$ cat src/rtl/drive_cmd_arbiter.sv
// Drive-command core: prioritised source arbitration, deadman timeout, proximity
// inhibit, duty ramping across direction changes and a telemetry byte per state change.
module drive_cmd_arbiter #(
    parameter int NUM_SRC        = 2,
    parameter int DUTY_W         = 7,
    parameter int TIMEOUT_CYCLES = 25_000_000,
    parameter int RAMP_DIV       = 50_000,
    parameter int RAMP_STEP      = 1,
    parameter int PROX_STOP      = 12,
    parameter int PROX_HYST      = 2
) (
    input  logic                     clk,
    input  logic                     rst_n,
    input  logic [NUM_SRC-1:0]       src_valid,
    input  logic [3*NUM_SRC-1:0]     src_cmd,
    output logic [NUM_SRC-1:0]       src_ready,
    input  logic [3:0]               prox_level,
    input  logic [DUTY_W-1:0]        duty_target,
    output logic                     ina1,
    output logic                     inb1,
    output logic                     ina2,
    output logic                     inb2,
    output logic [DUTY_W-1:0]        duty1,
    output logic [DUTY_W-1:0]        duty2,
    output logic [2:0]               motor_stat,
    output logic                     inhibit,
    output logic [$clog2(NUM_SRC):0] owner,
    output logic                     tlm_valid,
    input  logic                     tlm_ready,
    output logic [7:0]               tlm_byte
);
    localparam int OW = $clog2(NUM_SRC) + 1;
    localparam int CW = $clog2(TIMEOUT_CYCLES + 1);
    localparam int RW = (RAMP_DIV > 1) ? $clog2(RAMP_DIV) : 1;
    localparam logic [OW-1:0]   NO_OWNER   = {OW{1'b1}};
    localparam logic [CW-1:0]   CNT_RELOAD = CW'(TIMEOUT_CYCLES - 1);
    localparam logic [RW-1:0]   DIV_MAX    = RW'(RAMP_DIV - 1);
    localparam logic [DUTY_W:0] STEP_W     = (DUTY_W + 1)'(RAMP_STEP);
    localparam logic [3:0]      PROX_SET   = 4'(PROX_STOP);
    localparam logic [3:0]      PROX_CLR   = 4'(PROX_STOP - PROX_HYST);

    localparam logic [2:0] MS_IDLE  = 3'b000;
    localparam logic [2:0] MS_FWD   = 3'b001;
    localparam logic [2:0] MS_LEFT  = 3'b010;
    localparam logic [2:0] MS_BRAKE = 3'b011;
    localparam logic [2:0] MS_RIGHT = 3'b100;
    localparam logic [2:0] MS_BACK  = 3'b101;

    typedef enum logic [2:0] {S_IDLE, S_RUN, S_RAMP_DOWN, S_SWITCH, S_BRAKE} state_t;

    state_t            state_q, state_d;
    logic [2:0]        stat_q, stat_d, pend_q, pend_d, stat_prev_q;
    logic [DUTY_W-1:0] duty_q, duty_d;
    logic [OW-1:0]     owner_q, owner_d;
    logic [CW-1:0]     cnt_q, cnt_d;
    logic [RW-1:0]     div_q, div_d;
    logic              inh_q, inh_d;
    logic              tlm_valid_q, tlm_valid_d;
    logic [7:0]        tlm_byte_q, tlm_byte_d;

    logic              win_any, cmd_legal, cmd_brake, cmd_motion, tick, timeout, force_inh;
    logic [OW-1:0]     win_idx;
    logic [2:0]        win_cmd, sw_cmd;
    logic [DUTY_W:0]   duty_w, tgt_w, up_w, dn_w;
    logic [DUTY_W-1:0] duty_track, duty_fall;

    function automatic logic is_motion(input logic [2:0] c);
        return (c == MS_FWD) || (c == MS_LEFT) || (c == MS_RIGHT) || (c == MS_BACK);
    endfunction

    genvar gi;
    generate
        for (gi = 0; gi < NUM_SRC; gi++) begin : g_ready
            assign src_ready[gi] = !((owner_q != NO_OWNER) && (OW'(gi) > owner_q));
        end
    endgenerate

    // Descending scan so the lowest ready index is the last to be written.
    always_comb begin
        win_any = 1'b0;
        win_idx = '0;
        win_cmd = '0;
        for (int i = NUM_SRC - 1; i >= 0; i--) begin
            if (src_valid[i] && src_ready[i]) begin
                win_any = 1'b1;
                win_idx = OW'(i);
                win_cmd = src_cmd[3*i +: 3];
            end
        end
    end

    assign inh_d = (prox_level >= PROX_SET) ? 1'b1 :
                   (prox_level <  PROX_CLR) ? 1'b0 : inh_q;

    // Command 000 is legal: it keeps the deadman alive without moving the drive.
    assign cmd_legal  = win_any && (win_cmd[2:1] != 2'b11);
    assign cmd_brake  = cmd_legal && (win_cmd == MS_BRAKE);
    assign cmd_motion = cmd_legal && is_motion(win_cmd) && !(win_cmd == MS_FWD && inh_d);

    assign tick      = (div_q == DIV_MAX);
    assign div_d     = tick ? '0 : div_q + RW'(1);
    assign timeout   = (cnt_q == '0) && (state_q != S_IDLE);
    assign force_inh = inh_d && (stat_q == MS_FWD);
    assign sw_cmd    = cmd_motion ? win_cmd : pend_q;

    assign duty_w     = {1'b0, duty_q};
    assign tgt_w      = {1'b0, duty_target};
    assign up_w       = duty_w + STEP_W;
    assign dn_w       = duty_w - STEP_W;
    assign duty_fall  = (duty_w < STEP_W) ? '0 : dn_w[DUTY_W-1:0];
    assign duty_track = (duty_w < tgt_w) ? ((up_w > tgt_w) ? duty_target : up_w[DUTY_W-1:0]) :
                        (duty_w > tgt_w) ? (((duty_w < STEP_W) || (dn_w < tgt_w)) ? duty_target
                                                                                  : dn_w[DUTY_W-1:0]) :
                        duty_q;

    always_ff @(posedge clk or negedge rst_n) begin
        if (!rst_n) begin
            state_q     <= S_IDLE;
            stat_q      <= MS_IDLE;
            pend_q      <= MS_IDLE;
            stat_prev_q <= MS_IDLE;
            duty_q      <= '0;
            owner_q     <= NO_OWNER;
            cnt_q       <= '0;
            div_q       <= '0;
            inh_q       <= 1'b0;
            tlm_valid_q <= 1'b0;
            tlm_byte_q  <= '0;
        end else begin
            state_q     <= state_d;
            stat_q      <= stat_d;
            pend_q      <= pend_d;
            stat_prev_q <= stat_q;
            duty_q      <= duty_d;
            owner_q     <= owner_d;
            cnt_q       <= cnt_d;
            div_q       <= div_d;
            inh_q       <= inh_d;
            tlm_valid_q <= tlm_valid_d;
            tlm_byte_q  <= tlm_byte_d;
        end
    end

    always_comb begin
        state_d = state_q;
        stat_d  = stat_q;
        pend_d  = pend_q;
        duty_d  = duty_q;
        owner_d = owner_q;
        cnt_d   = (cnt_q != '0) ? cnt_q - CW'(1) : cnt_q;
        if (timeout) begin
            state_d = S_IDLE;
            stat_d  = MS_IDLE;
            duty_d  = '0;
            owner_d = NO_OWNER;
        end else if (force_inh) begin
            state_d = S_BRAKE;
            stat_d  = MS_BRAKE;
            duty_d  = '0;
        end else begin
            if (cmd_brake || cmd_motion || (cmd_legal && win_cmd == MS_IDLE)) begin
                cnt_d   = CNT_RELOAD;
                owner_d = cmd_brake ? NO_OWNER : win_idx;
            end
            if (cmd_brake) begin
                state_d = S_BRAKE;
                stat_d  = MS_BRAKE;
                duty_d  = '0;
            end else begin
                case (state_q)
                    S_IDLE, S_BRAKE: begin
                        if (cmd_motion) begin
                            state_d = S_RUN;
                            stat_d  = win_cmd;
                            duty_d  = '0;
                        end
                    end
                    S_RUN: begin
                        if (cmd_motion && (win_cmd != stat_q)) begin
                            state_d = S_RAMP_DOWN;
                            pend_d  = win_cmd;
                        end else if (tick) begin
                            duty_d = duty_track;
                        end
                    end
                    S_RAMP_DOWN: begin
                        if (cmd_motion) pend_d = win_cmd;
                        if (tick) duty_d = duty_fall;
                        if (duty_d == '0) state_d = S_SWITCH;
                    end
                    S_SWITCH: begin
                        // A pending forward may have become inhibited during the ramp-down.
                        if (sw_cmd == MS_FWD && inh_d) begin
                            state_d = S_BRAKE;
                            stat_d  = MS_BRAKE;
                        end else begin
                            state_d = S_RUN;
                            stat_d  = sw_cmd;
                        end
                    end
                    default: state_d = S_IDLE;
                endcase
            end
        end
        tlm_valid_d = tlm_valid_q;
        tlm_byte_d  = tlm_byte_q;
        if (stat_q != stat_prev_q) begin
            tlm_valid_d = 1'b1;
            tlm_byte_d  = {prox_level, stat_q, 1'b1};
        end else if (tlm_valid_q && tlm_ready) begin
            tlm_valid_d = 1'b0;
        end
    end

    always_comb begin
        {ina1, inb1, ina2, inb2} = 4'b0000;
        case (stat_q)
            MS_FWD:   {ina1, inb1, ina2, inb2} = 4'b1010;
            MS_BACK:  {ina1, inb1, ina2, inb2} = 4'b0101;
            MS_LEFT:  {ina1, inb1, ina2, inb2} = 4'b0110;
            MS_RIGHT: {ina1, inb1, ina2, inb2} = 4'b1001;
            default:  {ina1, inb1, ina2, inb2} = 4'b0000;
        endcase
    end

    assign duty1      = duty_q;
    assign duty2      = duty_q;
    assign motor_stat = stat_q;
    assign inhibit    = inh_q;
    assign owner      = owner_q;
    assign tlm_valid  = tlm_valid_q;
    assign tlm_byte   = tlm_byte_q;
endmodule

$ cat config.mk
export PLATFORM = sky130hd
export DESIGN_NAME = drive_cmd_arbiter
export DESIGN_NICKNAME = d
export VERILOG_FILES = /design/src/rtl/drive_cmd_arbiter.sv
export SDC_FILE = /design/constraint.sdc
export NUM_CORES = 1
export LEC_CHECK = 0
export BUFFER_PORTS_ARGS = -buffer_cell sky130_fd_sc_hd__buf_2
export CAP_MARGIN = 20
export CORE_MARGIN = 10
export CORE_UTILIZATION = 38
export CTS_CLUSTER_SIZE = 8
export DETAILED_ROUTE_END_ITERATION = 10
export GPL_TIMING_DRIVEN = 0
export SYNTH_ARGS = -nofsm -noshare
export SYNTH_HDL_FRONTEND = slang
export SYNTH_SLANG_ARGS = --single-unit
$ cat constraint.sdc
create_clock -name clk -period 4.2 [get_ports clk]
set_input_delay 0.21 -clock clk [delete_from_list [all_inputs] [get_ports clk]]
set_output_delay 0.21 -clock clk [all_outputs]
set_load 0.03 [all_outputs]
After elaboration in Yosys (flattened, before gate mapping)
Cells that the tools add are included.
{"block": "word_totals", "latch_bits": 0, "register_bits": 72, "rom_bits": 0, "memories": 0, "inputBits": 22, "ram_bits": 0, "elab_cells": 156}
{"block": "classes", "n_mul": 0, "magnitude_cmp": 9, "n_bitwise": 3, "n_reduce_logical": 45, "eq_ne": 27, "n_div": 0, "muxes": 57, "shift": 0, "n_addsub": 4}
{"op": "7-bit 2-to-1 mux", "count": 16}
{"op": "25-bit 2-to-1 mux", "count": 4}
{"op": "3-bit 2-to-1 mux", "count": 16}
{"op": "25-bit zero test", "count": 1}
{"op": "5-bit != test, second input constant", "count": 5}
{"op": "25-bit nonzero test", "count": 1}
{"op": "25-bit by 1-bit subtractor with 25-bit output, second input constant", "count": 1}
{"op": "7-bit one-hot mux with 3 select lines", "count": 1}
{"op": "16-bit by 1-bit adder with 16-bit output, second input constant", "count": 1}
{"op": "16-bit == test, second input constant", "count": 1}
{"op": "16-bit 2-to-1 mux", "count": 1}
{"op": "3-bit by 2-bit == test with 1-bit output, second input constant", "count": 5}
{"op": "3-bit == test, second input constant", "count": 5}
{"op": "1-bit logical AND", "count": 15}
{"op": "3-bit by 1-bit == test with 1-bit output, second input constant", "count": 4}
{"op": "3-bit one-hot mux with 2 select lines", "count": 2}
{"op": "3-bit one-hot mux with 4 select lines", "count": 1}
{"op": "1-bit 2-to-1 mux", "count": 11}
{"op": "2-bit 2-to-1 mux", "count": 5}
{"op": "5-bit AND reduction", "count": 2}
{"op": "2-bit OR reduction", "count": 5}
{"op": "7-bit by 1-bit adder with 8-bit output, second input constant", "count": 1}
{"op": "8-bit by 7-bit greater-than comparator with 1-bit output", "count": 1}
{"op": "8-bit by 7-bit less-than comparator with 1-bit output", "count": 1}
{"op": "21 further kinds", "count": 39}

Longest topological paths before layout
Gate-level depths: netlist of the first run.
{"block": "logic_depth", "word_depth": 20, "mapped_depth": 15}

Worst setup path before layout of the first run
OpenSTA, ideal clock, no wires.
{"block": "synth_timing", "path_kind": "register to register", "start": "reg duty_q[0], in the netlist duty1[0]", "end": "reg duty_q[0], in the netlist duty1[0]", "path_stages_with_launch": 16, "slack_ns": 0.877, "arrival_ns": 3.202, "path_cell_list": "dfrtp_1 -> clkbuf_1 -> inv_1 -> ha_1 -> nor3b_1 -> xnor2_1 -> inv_1 -> ha_1 -> o21a_1 -> o21ai_0 -> a21oi_1 -> o21ai_0 -> o21ai_0 -> mux2i_1 -> o22ai_1 -> a22o_1"}
{"block": "synth_between", "elab_chain_cells": 12}
{"element": "start: declaration", "line": "53", "source": "logic [DUTY_W-1:0] duty_q, duty_d;"}
{"element": "start signal: assignment", "line": "134", "source": "duty_q <= duty_d;"}
{"element": "7-bit by 1-bit subtractor with 8-bit output", "line": "109", "source": "assign dn_w = duty_w - STEP_W;"}
{"element": "8-bit by 7-bit less-than comparator with 1-bit output", "line": "112", "source": "(duty_w > tgt_w) ? (((duty_w < STEP_W) || (dn_w < tgt_w)) ? duty_target"}
{"element": "1-bit logical OR", "line": "112"}
{"element": "7-bit 2-to-1 mux (2 in series)", "line": "112"}
{"element": "7-bit 2-to-1 mux", "line": "111", "source": "assign duty_track = (duty_w < tgt_w) ? ((up_w > tgt_w) ? duty_target : up_w[DUTY_W-1:0]) :"}
{"element": "7-bit 2-to-1 mux", "line": "182", "source": "end else if (tick) begin"}
{"element": "7-bit 2-to-1 mux", "line": "179", "source": "if (cmd_motion && (win_cmd != stat_q)) begin"}
{"element": "7-bit one-hot mux with 3 select lines", "line": "170", "source": "case (state_q)"}
{"element": "7-bit 2-to-1 mux", "line": "165", "source": "if (cmd_brake) begin"}
{"element": "7-bit 2-to-1 mux", "line": "156", "source": "end else if (force_inh) begin"}
{"element": "7-bit 2-to-1 mux", "line": "151", "source": "if (timeout) begin"}
Parallel ways exist; a longest one is shown, timed or not. The select of a mux whose other input is x is not followed.
A chain may end at the register's enable or synchronous reset.

Final worst setup path of the first run
Ends and elaborated chain as after synthesis.

==> metrics.log, run 1 <==
INFO  metric ctsLongestPathBuffers = 2
INFO  metric wl = 11500 µm
INFO  metric floorplan.initialDensity = 39.0%
INFO  metric cts_setup_buffers = 0
INFO  metric cp-end-kind = flop
INFO  metric fin_setup_tns = 0 ns
INFO  metric grt_pass1_wl = 19600 µm
INFO  metric detailedRoute.firstIterationViolations = 298
INFO  metric final_max_slew_viol_count = 0
INFO  metric synth.top_cells.by_area = sky130_fd_sc_hd__dfrtp_1 37%, sky130_fd_sc_hd__ha_1 6.4%, sky130_fd_sc_hd__xnor2_1 5.2%, sky130_fd_sc_hd__nor2_1 4.1%, sky130_fd_sc_hd__nand2_1 3.9%
INFO  metric post_layout_minimum_cycle_time = just under 4 ns
INFO  metric number_of_hold_violations_in_the_final_report = 0
INFO  metric wl_per_cell = roughly 15 µm
INFO  metric synthArstFlopShare = 100%
INFO  metric number_of_enable_flip_flop_cells_after_synthesis = 0
INFO  metric yosysUniqueCellTypes = 71
INFO  metric crit_type = reg -> reg
INFO  metric grt_overflow = 0
INFO  metric pin_count = 57
INFO  metric clock.fmax = 260 MHz
INFO  metric io_buffer_count = 55
INFO  metric vias_in_the_first_global_route = 4031
INFO  metric design_power_total = 3560 µW
INFO  metric drc = 0
INFO  metric core_region = 12100 µm²
INFO  metric clk_latency = 0.34 ns
INFO  metric crit_chain = clkbuf_1, inv_1, ha_1, nor3b_1, xnor2_1, inv_1, ha_1, o21a_1, o21ai_0, a21oi_1, o21ai_0, o21ai_1, mux2i_1, o22ai_1, a22o_1
INFO  metric crit_fanout = 9
INFO  metric dieHeight = about 130 µm
INFO  metric cellPowerDensity = roughly 640 nW/µm²
INFO  metric antenna-diode-count = 0
INFO  metric drtPass1Iterations = 4
INFO  metric ys_seq_elements = 72
INFO  metric yosys.area.top_type_share = 37.2%
INFO  metric total_leakage_power = 0.00244 µW
INFO  metric vias_per_cell = 5.21
INFO  metric critical-path-slowest-cell = sky130_fd_sc_hd__o21ai_1
INFO  metric synth_seq_area_share = 38.3%
INFO  metric maxCapViolCount = 0
INFO  metric worst_skew = about 0.0051 ns
INFO  metric crit_arrival = 4.07 ns
INFO  metric cp_peak_stage_delay = 0.49 ns
INFO  metric timing.hold.worst.class = in -> reg
INFO  metric layout.core_utilization = 46.3%
INFO  metric worstMarginPinSlew = between 0.6 and 0.7 ns
INFO  metric cts_sinks = 72
INFO  metric place.detailed.hpwl = 8660 µm
INFO  metric timing.final.crit_share = about nine tenths
INFO  metric numCtsBuffers = 9
INFO  metric row_count = 40
INFO  metric grt_start_max_net_pins = 65
INFO  metric post_synth_inst_count = between 500 and 600
INFO  metric finish_stage_setup_viols = 0
INFO  metric syn_area_per_cell = between 8 and 9 µm²
INFO  metric synthFlopType = sky130_fd_sc_hd__dfrtp_1
INFO  metric dr_total_vias = about 4000
INFO  metric clk_pin_slew_worst_paths = ~0.06 ns
INFO  metric worst_slew_margin_rel = 56.2%
INFO  metric cts_max_level = 3
INFO  metric drive_gt1_share = 17.8%
INFO  metric die_area = 17200 µm²
INFO  metric horiz_die_dim = 131 µm
INFO  metric antenna_found_initial = 0
INFO  metric detail-route-antenna-nets = 0
INFO  metric design.final.nets = 638
INFO  metric vdd.ir_drop.worst = 343 µV
INFO  metric global_route.usage.total = around 13%
INFO  metric outcome = completed
INFO  metric clk_root_buffer_cell = sky130_fd_sc_hd__clkbuf_16
INFO  metric clock_tree_from_tritoncts = done
INFO  metric gp_routability_congestion = ~0.84
INFO  metric grt_setup_unrepaired = no
INFO  metric flow.area_growth_from_synthesis = 18.7%
INFO  metric synth-warning-count = 0
INFO  metric setup.worst_path.start_class = flop
INFO  metric required = roughly 4.4 ns
INFO  metric synth_fp_nets = 570
INFO  metric synth_cell_area = 4710 µm²
INFO  metric netlist.top_cell.by_area = sky130_fd_sc_hd__dfrtp_1
## cell families (layout without fill, tap and decap cells)
kind of cell | after synthesis | in the layout | synth area share [%]
muxes | 12 | 12 | 2.74
and+or+nand+nor | 200 | 200 | 21.7
AOI/OAI and AO/OA | 110 | 110 | 16.4
DFF | 72 | 72 | 38.3
other | 1 | 1 | 0.0797
buffers and inverters | 56 | 129 | 5.26
adders and majority gates | 24 | 24 | 6.38
xor gates and xnor gates | 49 | 49 | 9.12
## area by class of cell
type / count / area (µm²)
clock inverter: 5 / 103
inverter: 22 / 82.6
clock buffer: 11 / 253
sequential: 72 / 1800
buffer: 34 / 165
multi-input combinational: 396 / 2650
timing repair buffer: 57 / 315
tap: 168 / 210
fill: 1179 / 6470
## worst max-delay path: cells and delay by family (launching register included)
family	cells	cell delay, ns
xor gates and xnor gates	1	0.37
DFF	1	0.42
muxes	1	0.29
and+or+nand+nor	1	0.17
AOI/OAI and AO/OA	7	1.31
buffers and inverters	3	0.58
adders and majority gates	2	0.58
## registers in the layout, indices dropped and copies added, names as in the netlist
register,cells
duty1,7
tlm_byte,8
owner,2
tlm_valid,1
inhibit,1
pend_q,3
div_q,16
state_q,3
cnt_q,25
motor_stat,3
stat_prev_q,3
## worst paths after layout
kind / startpoint / to / slack (ns) / cells past startpoint
setup / recovery: duty1[0] / duty1[0] / 0.35 / 15
hold / removal: tlm_ready / tlm_valid / 0.06 / 2
setup reg to reg: duty1[0] / duty1[0] / 0.35 / 15
hold reg to reg: motor_stat[1] / stat_prev_q[1] / 0.39 / 0
max in group asynchronous: rst_n / owner[1] / 3.39 / 3
min in group asynchronous: rst_n / pend_q[2] / 0.25 / 2
## placed cells by master (no fill, tap or decap), drive strengths merged, types with 8 or more instances in the layout
master and instances:
a21oi 23, and3 10, buf 70, clkbuf 31, dfrtp 70, ha 24, inv 22, nand2 49
nand2b 8, nand3 18, nor2 52, nor3 13, o21ai 21, or3 8, xnor2 28, xor2 21
## per-layer routing
| metal | GRT usage [%] | share of wire [%] | vias up |
|---|---|---|---|
| li1 | - | - | 1988 |
| met1 | 16.5 | 46 | 1917 |
| met2 | 22.7 | 49 | 65 |
| met3 | 3.09 | 3.5 | 14 |
| met4 | 3.77 | 1.2 | 0 |
| met5 | 0 | 0 | - |
## per-stage QoR
stage                     instances  setup WS [ns]  hold slack, ns  instance area [µm²]
after CTS                       765          0.244          0.0533                 5590
after detailed placement        748          0.255          0.0603                 5220
after floorplan                 524          0.877         -0.0856                 4710
after global placement          747          0.363           0.377                 5190
final                           765          0.350          0.0592                 5590
after global routing            765         0.0606          0.0689                 5590
## what timing repair did
action / CTS / global route
endpoints found under the setup margin: 0 / 4
hold endpoints to repair: 20 / 0
hold buffers: 1 / 0
resized for setup: 0 / 1
## cell usage after synthesis (4+ instances only)
master and instances:
sky130_fd_sc_hd__nand4_1 4, sky130_fd_sc_hd__a22o_1 7, sky130_fd_sc_hd__clkbuf_1 20, sky130_fd_sc_hd__o22ai_1 7
sky130_fd_sc_hd__or4_1 4, sky130_fd_sc_hd__nand3_1 18, sky130_fd_sc_hd__o21a_1 4, sky130_fd_sc_hd__and3_1 10
sky130_fd_sc_hd__ha_1 24, sky130_fd_sc_hd__nand2b_1 7, sky130_fd_sc_hd__o31ai_1 5, sky130_fd_sc_hd__o21ai_0 19
sky130_fd_sc_hd__a21oi_1 22, sky130_fd_sc_hd__nor3_1 13, sky130_fd_sc_hd__nor4_1 5, sky130_fd_sc_hd__xor2_1 21
sky130_fd_sc_hd__or3_1 8, sky130_fd_sc_hd__buf_4 9, sky130_fd_sc_hd__inv_1 22, sky130_fd_sc_hd__mux2_2 6
sky130_fd_sc_hd__o211ai_1 7, sky130_fd_sc_hd__xnor2_1 28, sky130_fd_sc_hd__nand2_1 49, sky130_fd_sc_hd__nor2_1 52
sky130_fd_sc_hd__dfrtp_1 70, sky130_fd_sc_hd__nor2b_1 6, sky130_fd_sc_hd__mux2i_1 5
## power breakdown
part	switching (µW)	internal (µW)	total, µW
combinational	1110	640	1750
clock	284	611	895
sequential	97.7	822	920
total	1490	2070	3560
Note: power is estimated with default switching activity, not from simulation.
==> run 2, diff against run 1 <==
Settings changed: BUFFER_PORTS_ARGS -buffer_cell sky130_fd_sc_hd__buf_2 to unset, DONT_BUFFER_PORTS set to 1, RECOVER_POWER set to 100.
==> run 2 against run 1 <==
The flow now finishes with violations (max-capacitance violations, max-slew violations). Global-route usage fell by 0.56 points. Die area did not move. Power fell by 4.3%. Sequential share of layout area rose by 2.0 points. Non-clock buffer count fell by 54. Via count fell by 2.9%. Critical path type unchanged.
==> metrics.log, run 2 (synthesis results as in run 1) <==
INFO  metric place.detailed.hpwl = 8440 µm (was 8660 µm)
INFO  metric cts_max_level = 3 (unchanged)
INFO  metric drtPass1Iterations = 5 (was 4)
INFO  metric commonest_cells_after_routing_fill_and_taps_aside = 70 x sky130_fd_sc_hd__dfrtp_1, 52 x sky130_fd_sc_hd__nor2_1, 49 x sky130_fd_sc_hd__nand2_1, 31 x sky130_fd_sc_hd__clkbuf_1, 28 x sky130_fd_sc_hd__xnor2_1 (was 70 x sky130_fd_sc_hd__dfrtp_1, 57 x sky130_fd_sc_hd__buf_2, 52 x sky130_fd_sc_hd__nor2_1, 49 x sky130_fd_sc_hd__nand2_1, 28 x sky130_fd_sc_hd__xnor2_1)
INFO  metric finalInstanceArea = 5260 µm² (was 5590 µm²)
INFO  metric vias_in_the_first_global_route = 3782 (was 4031)
INFO  metric rrSetupSlack = 0.23 ns (was 0.35 ns)
INFO  metric r2r_cells = 15 (unchanged)
INFO  metric grt_pass1_wl = 18900 µm (was 19600 µm)
INFO  metric seqPwrFrac = 31.9% (was 25.8%)
INFO  metric worst_skew = 0.00753 ns (was 0.00512 ns)
INFO  metric whs_path_depth = 1 (was 2)
INFO  metric crit_fanout = 9 (unchanged)
INFO  metric design.final.nets = 584 (was 638)
INFO  metric grt_start_max_net_pins = 73 (was 65)
INFO  metric row_count = 40 (unchanged)
INFO  metric setup_slack = 0.227 ns (was 0.350 ns)
INFO  metric outcome = finished with violations (was completed)
INFO  metric power_report.internal_total = 1960 µW (was 2070 µW)
INFO  metric total_leakage_power = 0.00217 µW (was 0.00244 µW)
INFO  metric gp_routability_congestion = 0.834 (was 0.843)
INFO  metric required = 4.41 ns (was 4.42 ns)
INFO  metric cts_setup_buffers = 0 (unchanged)
INFO  metric max_reg_flops = 25 (unchanged)
INFO  metric ctsLongestPathBuffers = 2 (unchanged)
INFO  metric wl = 11400 µm (was 11500 µm)
INFO  metric clk_latency = 0.33 ns (was 0.34 ns)
INFO  metric clock_tree_from_tritoncts = done (unchanged)
INFO  metric hold_end = tlm_byte[6] (was tlm_valid)
INFO  metric cp_peak_stage_delay = 0.59 ns (was 0.49 ns)
INFO  metric crit-reg2reg-launch = duty1[0] (unchanged)
INFO  metric final_max_slew_viol_count = 73 (was 0)
INFO  metric setup.worst_path.start_class = flop (unchanged)
INFO  metric power.share.switching = 42.5% (was 41.8%)
INFO  metric most_common_cell_after_layout_fill_and_taps_aside = sky130_fd_sc_hd__dfrtp_1 (unchanged)
INFO  metric io_buffer_count = 0 (was 55)
INFO  metric fin_setup_tns = 0 ns (unchanged)
INFO  metric core_region = 12100 µm² (unchanged)
INFO  metric holdWs = 0.0305 ns (was 0.0592 ns)
INFO  metric worstMarginPinSlew = 3.17 ns (was 0.655 ns)
INFO  metric antenna_found_initial = 0 (unchanged)
INFO  metric clk_root_buffer_cell = sky130_fd_sc_hd__clkbuf_16 (unchanged)
INFO  metric critical-path-slowest-cell = sky130_fd_sc_hd__dfrtp_1 (was sky130_fd_sc_hd__o21ai_1)
INFO  metric worst-path-buf-inv = 3 (unchanged)
INFO  metric numCtsBuffers = 9 (unchanged)
INFO  metric power.net_switching = 1450 µW (was 1490 µW)
INFO  metric cts_sinks = 72 (unchanged)
INFO  metric ff_to_ff_end = duty1[0] (unchanged)
INFO  metric top_register = cnt_q (unchanged)
INFO  metric stdcell_count = 711 (was 765)
INFO  metric crit_chain = clkbuf_1, inv_1, ha_1, nor3b_1, xnor2_1, inv_1, ha_1, o21a_1, o21ai_0, a21oi_1, o21ai_0, o21ai_1, mux2i_1, o22ai_1, a22o_1 (unchanged)
INFO  metric fillerInstances = 1204 (was 1179)
INFO  metric dr_total_vias = 3869 (was 3984)
INFO  metric die_area = 17200 µm² (unchanged)
INFO  metric dp_cells = 692 (was 748)
INFO  metric dieHeight = 131 µm (unchanged)
INFO  metric detailedRoute.firstIterationViolations = 269 (was 298)
INFO  metric worst_slew_margin_rel = -111% (was 56.2%)
INFO  metric cp-end-kind = flop (unchanged)
INFO  metric wl_per_cell = 16.0 µm (was 15.0 µm)
INFO  metric global_route.usage.total = 12.8% (was 13.4%)
INFO  metric cellPowerDensity = 648 nW/µm² (was 638 nW/µm²)
INFO  metric clk_pin_slew_worst_paths = 0.06 ns (about the same)
INFO  metric timing.final.crit_share = 94.6% (was 91.7%)
INFO  metric grt_overflow = 0 (unchanged)
INFO  metric flow.area_growth_from_synthesis = 11.9% (was 18.7%)
INFO  metric dp_worst_setup_slack = 0.0766 ns (was 0.255 ns)
INFO  metric pwr-share-comb = 41.7% (was 49.1%)
INFO  metric detail-route-antenna-nets = 0 (unchanged)
INFO  metric clock.fmax = 252 MHz (was 260 MHz)
INFO  metric antenna-diode-count = 0 (unchanged)
INFO  metric number_of_hold_violations_in_the_final_report = 0 (unchanged)
INFO  metric horiz_die_dim = 131 µm (unchanged)
INFO  metric vdd.ir_drop.worst = 249 µV (was 343 µV)
INFO  metric finish_stage_setup_viols = 0 (unchanged)
INFO  metric hold_path_start = prox_level[2] (was tlm_ready)
INFO  metric drive_gt1_share = 6.26% (was 17.8%)
INFO  metric grt_setup_unrepaired = no (unchanged)
INFO  metric floorplan.initialDensity = 39.0% (unchanged)
INFO  metric crit_type = reg -> reg (unchanged)
INFO  metric post_layout_minimum_cycle_time = 3.97 ns (was 3.85 ns)
INFO  metric drc = 0 (unchanged)
INFO  metric clock_power_share = 26.4% (was 25.1%)
INFO  metric violated_checks = max-capacitance violations, max-slew violations
INFO  metric pin_count = 57 (unchanged)
INFO  metric crit_arrival = 4.18 ns (was 4.07 ns)
INFO  metric timing.hold.worst.class = in -> reg (unchanged)
INFO  metric maxCapViolCount = 1 (was 0)
INFO  metric place_area = 4920 µm² (was 5220 µm²)
INFO  metric vias_per_cell = 5.44 (was 5.21)
INFO  metric worst_path_dominant_cell_family = compound AO/OA/AOI/OAI gates (unchanged)
==> run 2: changes by cell type in the layout (fill, tap and decap cells not counted), moves of 2 or more <==
cell / change
sky130_fd_sc_hd__buf_2: -57
sky130_fd_sc_hd__dfstp_2: -2
sky130_fd_sc_hd__and2_1: -2
sky130_fd_sc_hd__clkbuf_1: +11
sky130_fd_sc_hd__buf_4: -8
sky130_fd_sc_hd__and2_0: +3
sky130_fd_sc_hd__dfstp_1: +2
==> run 2: power groups by stage <==
stage                     Clock, µW  Sequential (µW)  Combinational [µW]
after global routing            948             1110                1580
after CTS                       917             1100                1440
after detailed placement          0             1110                1410
final                           900             1090                1420
after floorplan                   0             1060                1150
after global placement            0             1110                1390
==> run 2: through the flow <==
stage	utilization [%]	power (µW)
after CTS	44.1	3460
after global routing	43.6	3630
after global placement	40.8	2500
final	43.6	3410
after detailed placement	40.8	2520
after floorplan	-	2210
==> run 2: layout make-up <==
| cell class | count | area, µm² | share of cell area, % |
|---|---|---|---|
| Inverter | 22 | 82.6 | 1.57 |
| Buffer | 34 | 135 | 2.57 |
| Sequential cell | 72 | 1800 | 34.3 |
| Tap cell | 168 | 210 | 3.99 |
| Clock inverter | 4 | 98.8 | 1.88 |
| Multi-Input combinational cell | 396 | 2640 | 50.2 |
| Timing Repair Buffer | 3 | 32.5 | 0.618 |
| Clock buffer | 12 | 256 | 4.87 |
==> run 2: worst max-delay path by stage <==
| stage | to | cells after the start | slack (ns) | from |
|---|---|---|---|---|
| 2_1_floorplan | duty1[0] | 15 | 0.88 | duty1[0] |
| 3_3_place_gp | duty1[0] | 15 | 0.16 | duty1[0] |
| 3_5_place_dp | duty1[0] | 15 | 0.08 | duty1[0] |
| 4_1_cts | duty1[0] | 15 | 0.07 | duty1[0] |
| 5_1_grt | duty1[6] | 14 | 0.03 | duty1[0] |
| 6_report | duty1[0] | 15 | 0.23 | duty1[0] |
==> run 2: worst register-to-register path, cell delays in order, from the launching register on <==
cell and delay [ns]:
sky130_fd_sc_hd__dfrtp_1 0.59, sky130_fd_sc_hd__clkbuf_1 0.38, sky130_fd_sc_hd__inv_1 0.17, sky130_fd_sc_hd__ha_1 0.29, sky130_fd_sc_hd__nor3b_1 0.17, sky130_fd_sc_hd__xnor2_1 0.37, sky130_fd_sc_hd__inv_1 0.09, sky130_fd_sc_hd__ha_1 0.29
sky130_fd_sc_hd__o21a_1 0.11, sky130_fd_sc_hd__o21ai_0 0.06, sky130_fd_sc_hd__a21oi_1 0.16, sky130_fd_sc_hd__o21ai_0 0.17, sky130_fd_sc_hd__o21ai_1 0.47, sky130_fd_sc_hd__mux2i_1 0.24, sky130_fd_sc_hd__o22ai_1 0.09, sky130_fd_sc_hd__a22o_1 0.20
==> run 2: metal layers <==
metal | vias up | GRT usage, % | wire [µm]
li1 | 1881 | - | -
met1 | 1883 | 16.2 | 5060
met2 | 98 | 21.9 | 5690
met3 | 7 | 2.48 | 568
met4 | 0 | 3.34 | 78
met5 | - | 0 | 0
==> run 2: what timing repair did <==
action | 4_1_cts | 5_1_grt
gates resized for setup | 0 | 1
endpoints found under the hold margin | 73 | 0
setup endpoints to repair | 0 | 4
hold buffers | 3 | 0
==> run 3, diff against run 2 <==
Settings changed: PLACE_DENSITY set to 0.57.
Clock period 4.2 ns to 3.4 ns, I/O delays scaled along.
==> run 3 against run 2 <==
Critical path depth shrank 2. Critical endpoint unchanged. First-iteration DRC count shrank 0.74%. Final area grew 2.6%. Largest cell class unchanged. Clock skew is essentially flat. Final cell count grew 0.56%. Worst hold slack lost 0.0039 ns. Largest power group unchanged. Routed wire length shrank 0.21%. Flip-flop and latch count is the same. Maximum frequency grew 23%. Clock-buffer cell count is the same. The run still ends with max-capacitance violations, max-slew violations left.
==> metrics.log, run 3 (synthesis results as in run 1) <==
INFO  metric clk_root_buffer_cell = sky130_fd_sc_hd__clkbuf_16 (unchanged)
INFO  metric clk_pin_slew_worst_paths = 0.06 ns (about the same)
INFO  metric clock.fmax = 310 MHz (was 252 MHz)
INFO  metric design.final.nets = 588 (was 584)
INFO  metric flow.area_growth_from_synthesis = 14.7% (was 11.9%)
INFO  metric max_reg_flops = 25 (unchanged)
INFO  metric total_leakage_power = 0.00223 µW (was 0.00217 µW)
INFO  metric worstMarginPinSlew = 1.76 ns (was 3.17 ns)
INFO  metric io_buffer_count = 0 (unchanged)
INFO  metric post_layout_minimum_cycle_time = 3.22 ns (was 3.97 ns)
INFO  metric maxCapViolCount = 1 (unchanged)
INFO  metric finish_stage_setup_viols = 0 (unchanged)
INFO  metric vias_per_cell = 5.31 (was 5.44)
INFO  metric vias_in_the_first_global_route = 3719 (was 3782)
INFO  metric setup_slack = 0.177 ns (was 0.227 ns)
INFO  metric crit_type = reg -> reg (unchanged)
INFO  metric power.share.switching = 42.7% (was 42.5%)
INFO  metric critical-path-slowest-cell = sky130_fd_sc_hd__dfrtp_2 (was sky130_fd_sc_hd__dfrtp_1)
INFO  metric drive_gt1_share = 13.7% (was 6.26%)
INFO  metric timing.final.crit_share = 94.8% (was 94.6%)
INFO  metric hold_path_start = prox_level[3] (was prox_level[2])
INFO  metric dp_worst_setup_slack = -0.642 ns (was 0.0766 ns)
INFO  metric required = 3.62 ns (was 4.41 ns)
INFO  metric crit-reg2reg-launch = duty1[4] (was duty1[0])
INFO  metric worst_slew_margin_rel = -17.3% (was -111%)
INFO  metric most_common_cell_after_layout_fill_and_taps_aside = sky130_fd_sc_hd__dfrtp_1 (unchanged)
INFO  metric power.net_switching = 1820 µW (was 1450 µW)
INFO  metric worst-path-buf-inv = 1 (was 3)
INFO  metric timing.hold.worst.class = in -> reg (unchanged)
INFO  metric power_report.internal_total = 2440 µW (was 1960 µW)
INFO  metric crit_chain = clkbuf_4, nand3_1, nor2_1, xor2_1, ha_1, nand3_1, nand2b_1, a32o_1, or3_4, o21ai_2, mux2i_1, o22ai_1, a22o_1 (was clkbuf_1, inv_1, ha_1, nor3b_1, xnor2_1, inv_1, ha_1, o21a_1, o21ai_0, a21oi_1, o21ai_0, o21ai_1, mux2i_1, o22ai_1, a22o_1)
INFO  metric gp_routability_congestion = 0.845 (was 0.834)
INFO  metric floorplan.initialDensity = 39.0% (unchanged)
INFO  metric row_count = 40 (unchanged)
INFO  metric ff_to_ff_end = duty1[0] (unchanged)
INFO  metric critPathMostFrequentCell = sky130_fd_sc_hd__nand3_1
INFO  metric pwr-share-comb = 44.8% (was 41.7%)
INFO  metric grt_pass1_wl = 19100 µm (was 18900 µm)
INFO  metric crit_fanout = 8 (was 9)
INFO  metric global_route.usage.total = 13.1% (was 12.8%)
INFO  metric cellPowerDensity = 790 nW/µm² (was 648 nW/µm²)
INFO  metric cp-end-kind = flop (unchanged)
INFO  metric drtPass1Iterations = 5 (unchanged)
INFO  metric whs_path_depth = 2 (was 1)
INFO  metric worst_path_dominant_cell_family = simple AND/OR/NAND/NOR gates (was compound AO/OA/AOI/OAI gates)
INFO  metric number_of_hold_violations_in_the_final_report = 0 (unchanged)
INFO  metric cts_sinks = 72 (unchanged)
INFO  metric horiz_die_dim = 131 µm (unchanged)
INFO  metric top_register = cnt_q (unchanged)
INFO  metric cts_max_level = 3 (unchanged)
INFO  metric antenna-diode-count = 0 (unchanged)
INFO  metric outcome = finished with violations (unchanged)
INFO  metric worst_skew = 0.00776 ns (was 0.00753 ns)
INFO  metric detailedRoute.firstIterationViolations = 267 (was 269)
INFO  metric detail-route-antenna-nets = 0 (unchanged)
INFO  metric ctsLongestPathBuffers = 2 (unchanged)
INFO  metric clk_latency = 0.33 ns (about the same)
INFO  metric commonest_cells_after_routing_fill_and_taps_aside = 63 x sky130_fd_sc_hd__dfrtp_1, 52 x sky130_fd_sc_hd__nor2_1, 49 x sky130_fd_sc_hd__nand2_1, 26 x sky130_fd_sc_hd__xnor2_1 (was 70 x sky130_fd_sc_hd__dfrtp_1, 52 x sky130_fd_sc_hd__nor2_1, 49 x sky130_fd_sc_hd__nand2_1, 31 x sky130_fd_sc_hd__clkbuf_1, 28 x sky130_fd_sc_hd__xnor2_1)
INFO  metric wl = 11400 µm (about the same)
INFO  metric rrSetupSlack = 0.18 ns (was 0.23 ns)
INFO  metric final_max_slew_viol_count = 73 (unchanged)
INFO  metric core_region = 12100 µm² (unchanged)
INFO  metric violated_checks = max-capacitance violations, max-slew violations (unchanged)
INFO  metric seqPwrFrac = 31.8% (was 31.9%)
INFO  metric drc = 0 (unchanged)
INFO  metric holdWs = 0.0266 ns (was 0.0305 ns)
INFO  metric clock_power_share = 23.4% (was 26.4%)
INFO  metric cp_peak_stage_delay = 0.51 ns (was 0.59 ns)
INFO  metric r2r_cells = 13 (was 15)
INFO  metric grt_overflow = 0 (unchanged)
INFO  metric stdcell_count = 715 (was 711)
INFO  metric grt_setup_unrepaired = yes (was no)
INFO  metric place.detailed.hpwl = 8330 µm (was 8440 µm)
INFO  metric setup.worst_path.start_class = flop (unchanged)
INFO  metric dieHeight = 131 µm (unchanged)
INFO  metric antenna_found_initial = 0 (unchanged)
INFO  metric grt_start_max_net_pins = 73 (unchanged)
INFO  metric die_area = 17200 µm² (unchanged)
INFO  metric pin_count = 57 (unchanged)
INFO  metric wl_per_cell = 15.9 µm (was 16.0 µm)
INFO  metric hold_end = tlm_byte[7] (was tlm_byte[6])
INFO  metric dp_cells = 692 (unchanged)
INFO  metric clock_tree_from_tritoncts = done (unchanged)
INFO  metric dr_total_vias = 3796 (was 3869)
INFO  metric vdd.ir_drop.worst = 295 µV (was 249 µV)
INFO  metric numCtsBuffers = 9 (unchanged)
INFO  metric crit_arrival = 3.44 ns (was 4.18 ns)
[run 3: changes by cell type in the layout (fill, tap and decap cells not counted), sizes merged]
cell	change
clkinv	+2
dlygate4sd3	+3
buf	+14
inv	-1
bufinv	-1
clkbuf	-12
dlymetal6s4s	-1
[run 3: cell type report]
type                    instances  area (µm²)
flip-flops and latches         72        1820
well taps                     168         210
plain buffers                  33         186
clock inverters                 4        70.1
multi-input cells             396        2720
inverters                      22        82.6
clock buffers                  12         246
fillers                      1185        6660
repair buffers                  8        67.6
[run 3: timing repair]
item / CTS / global route
hold buffers: 6 / 0
hold endpoints to repair: 76 / 0
endpoints found under the setup margin: 7 / 17
setup buffers: 1 / 1
gates resized for setup: 14 / 27
pin swaps: 1 / 1
cloned: 0 / 0
[run 3: worst reg2reg max path: stages, from the launching register on]
cell                       delay (ns)
sky130_fd_sc_hd__dfrtp_2         0.51
sky130_fd_sc_hd__clkbuf_4        0.27
sky130_fd_sc_hd__nand3_1         0.09
sky130_fd_sc_hd__nor2_1          0.22
sky130_fd_sc_hd__xor2_1          0.14
sky130_fd_sc_hd__ha_1            0.31
sky130_fd_sc_hd__nand3_1         0.11
sky130_fd_sc_hd__nand2b_1        0.15
sky130_fd_sc_hd__a32o_1          0.23
sky130_fd_sc_hd__or3_4           0.39
sky130_fd_sc_hd__o21ai_2         0.16
sky130_fd_sc_hd__mux2i_1         0.24
sky130_fd_sc_hd__o22ai_1         0.09
sky130_fd_sc_hd__a22o_1          0.20
[run 3: power groups by stage]
| stage | sequential, µW | combinational [µW] | clock (µW) |
|---|---|---|---|
| after floorplan | 1310 | 1420 | 0 |
| after global placement | 1370 | 1720 | 0 |
| after detailed placement | 1370 | 1740 | 0 |
| after CTS | 1360 | 1810 | 1030 |
| after global routing | 1380 | 2120 | 1070 |
| final | 1360 | 1910 | 998 |
[run 3: metal layers]
metal	share of wire (%)	vias to the layer above	wire length [µm]	global-route usage, %
met1	46	1830	5270	16.8
met2	49	74	5520	21.2
li1	-	1886	-	-
met4	0.65	0	74	2.60
met5	0	-	0	0
met3	4.5	6	510	4.04
[run 3: through the flow]
stage | total power [µW] | instance area, µm² | TNS (ns) | utilization [%]
2_1_floorplan | 2720 | 4710 | 0 | -
3_3_place_gp | 3090 | 4920 | -3.29 | 40.8
3_5_place_dp | 3110 | 4920 | -3.23 | 40.8
4_1_cts | 4200 | 5340 | -0.0206 | 44.3
5_1_grt | 4570 | 5400 | -0.0641 | 44.8
6_report | 4260 | 5400 | 0 | 44.8
[run 3: worst max path at each step]
| stage | start | end | slack (ns) | cells past startpoint |
|---|---|---|---|---|
| 2_1_floorplan | duty1[0] | duty1[0] | 0.08 | 15 |
| 3_3_place_gp | duty1[0] | duty1[0] | -0.65 | 15 |
| 3_5_place_dp | duty1[0] | duty1[0] | -0.64 | 15 |
| 4_1_cts | duty1[1] | duty1[0] | -0.02 | 14 |
| 5_1_grt | duty1[1] | duty1[0] | -0.03 | 13 |
| 6_report | duty1[4] | duty1[0] | 0.18 | 13 |
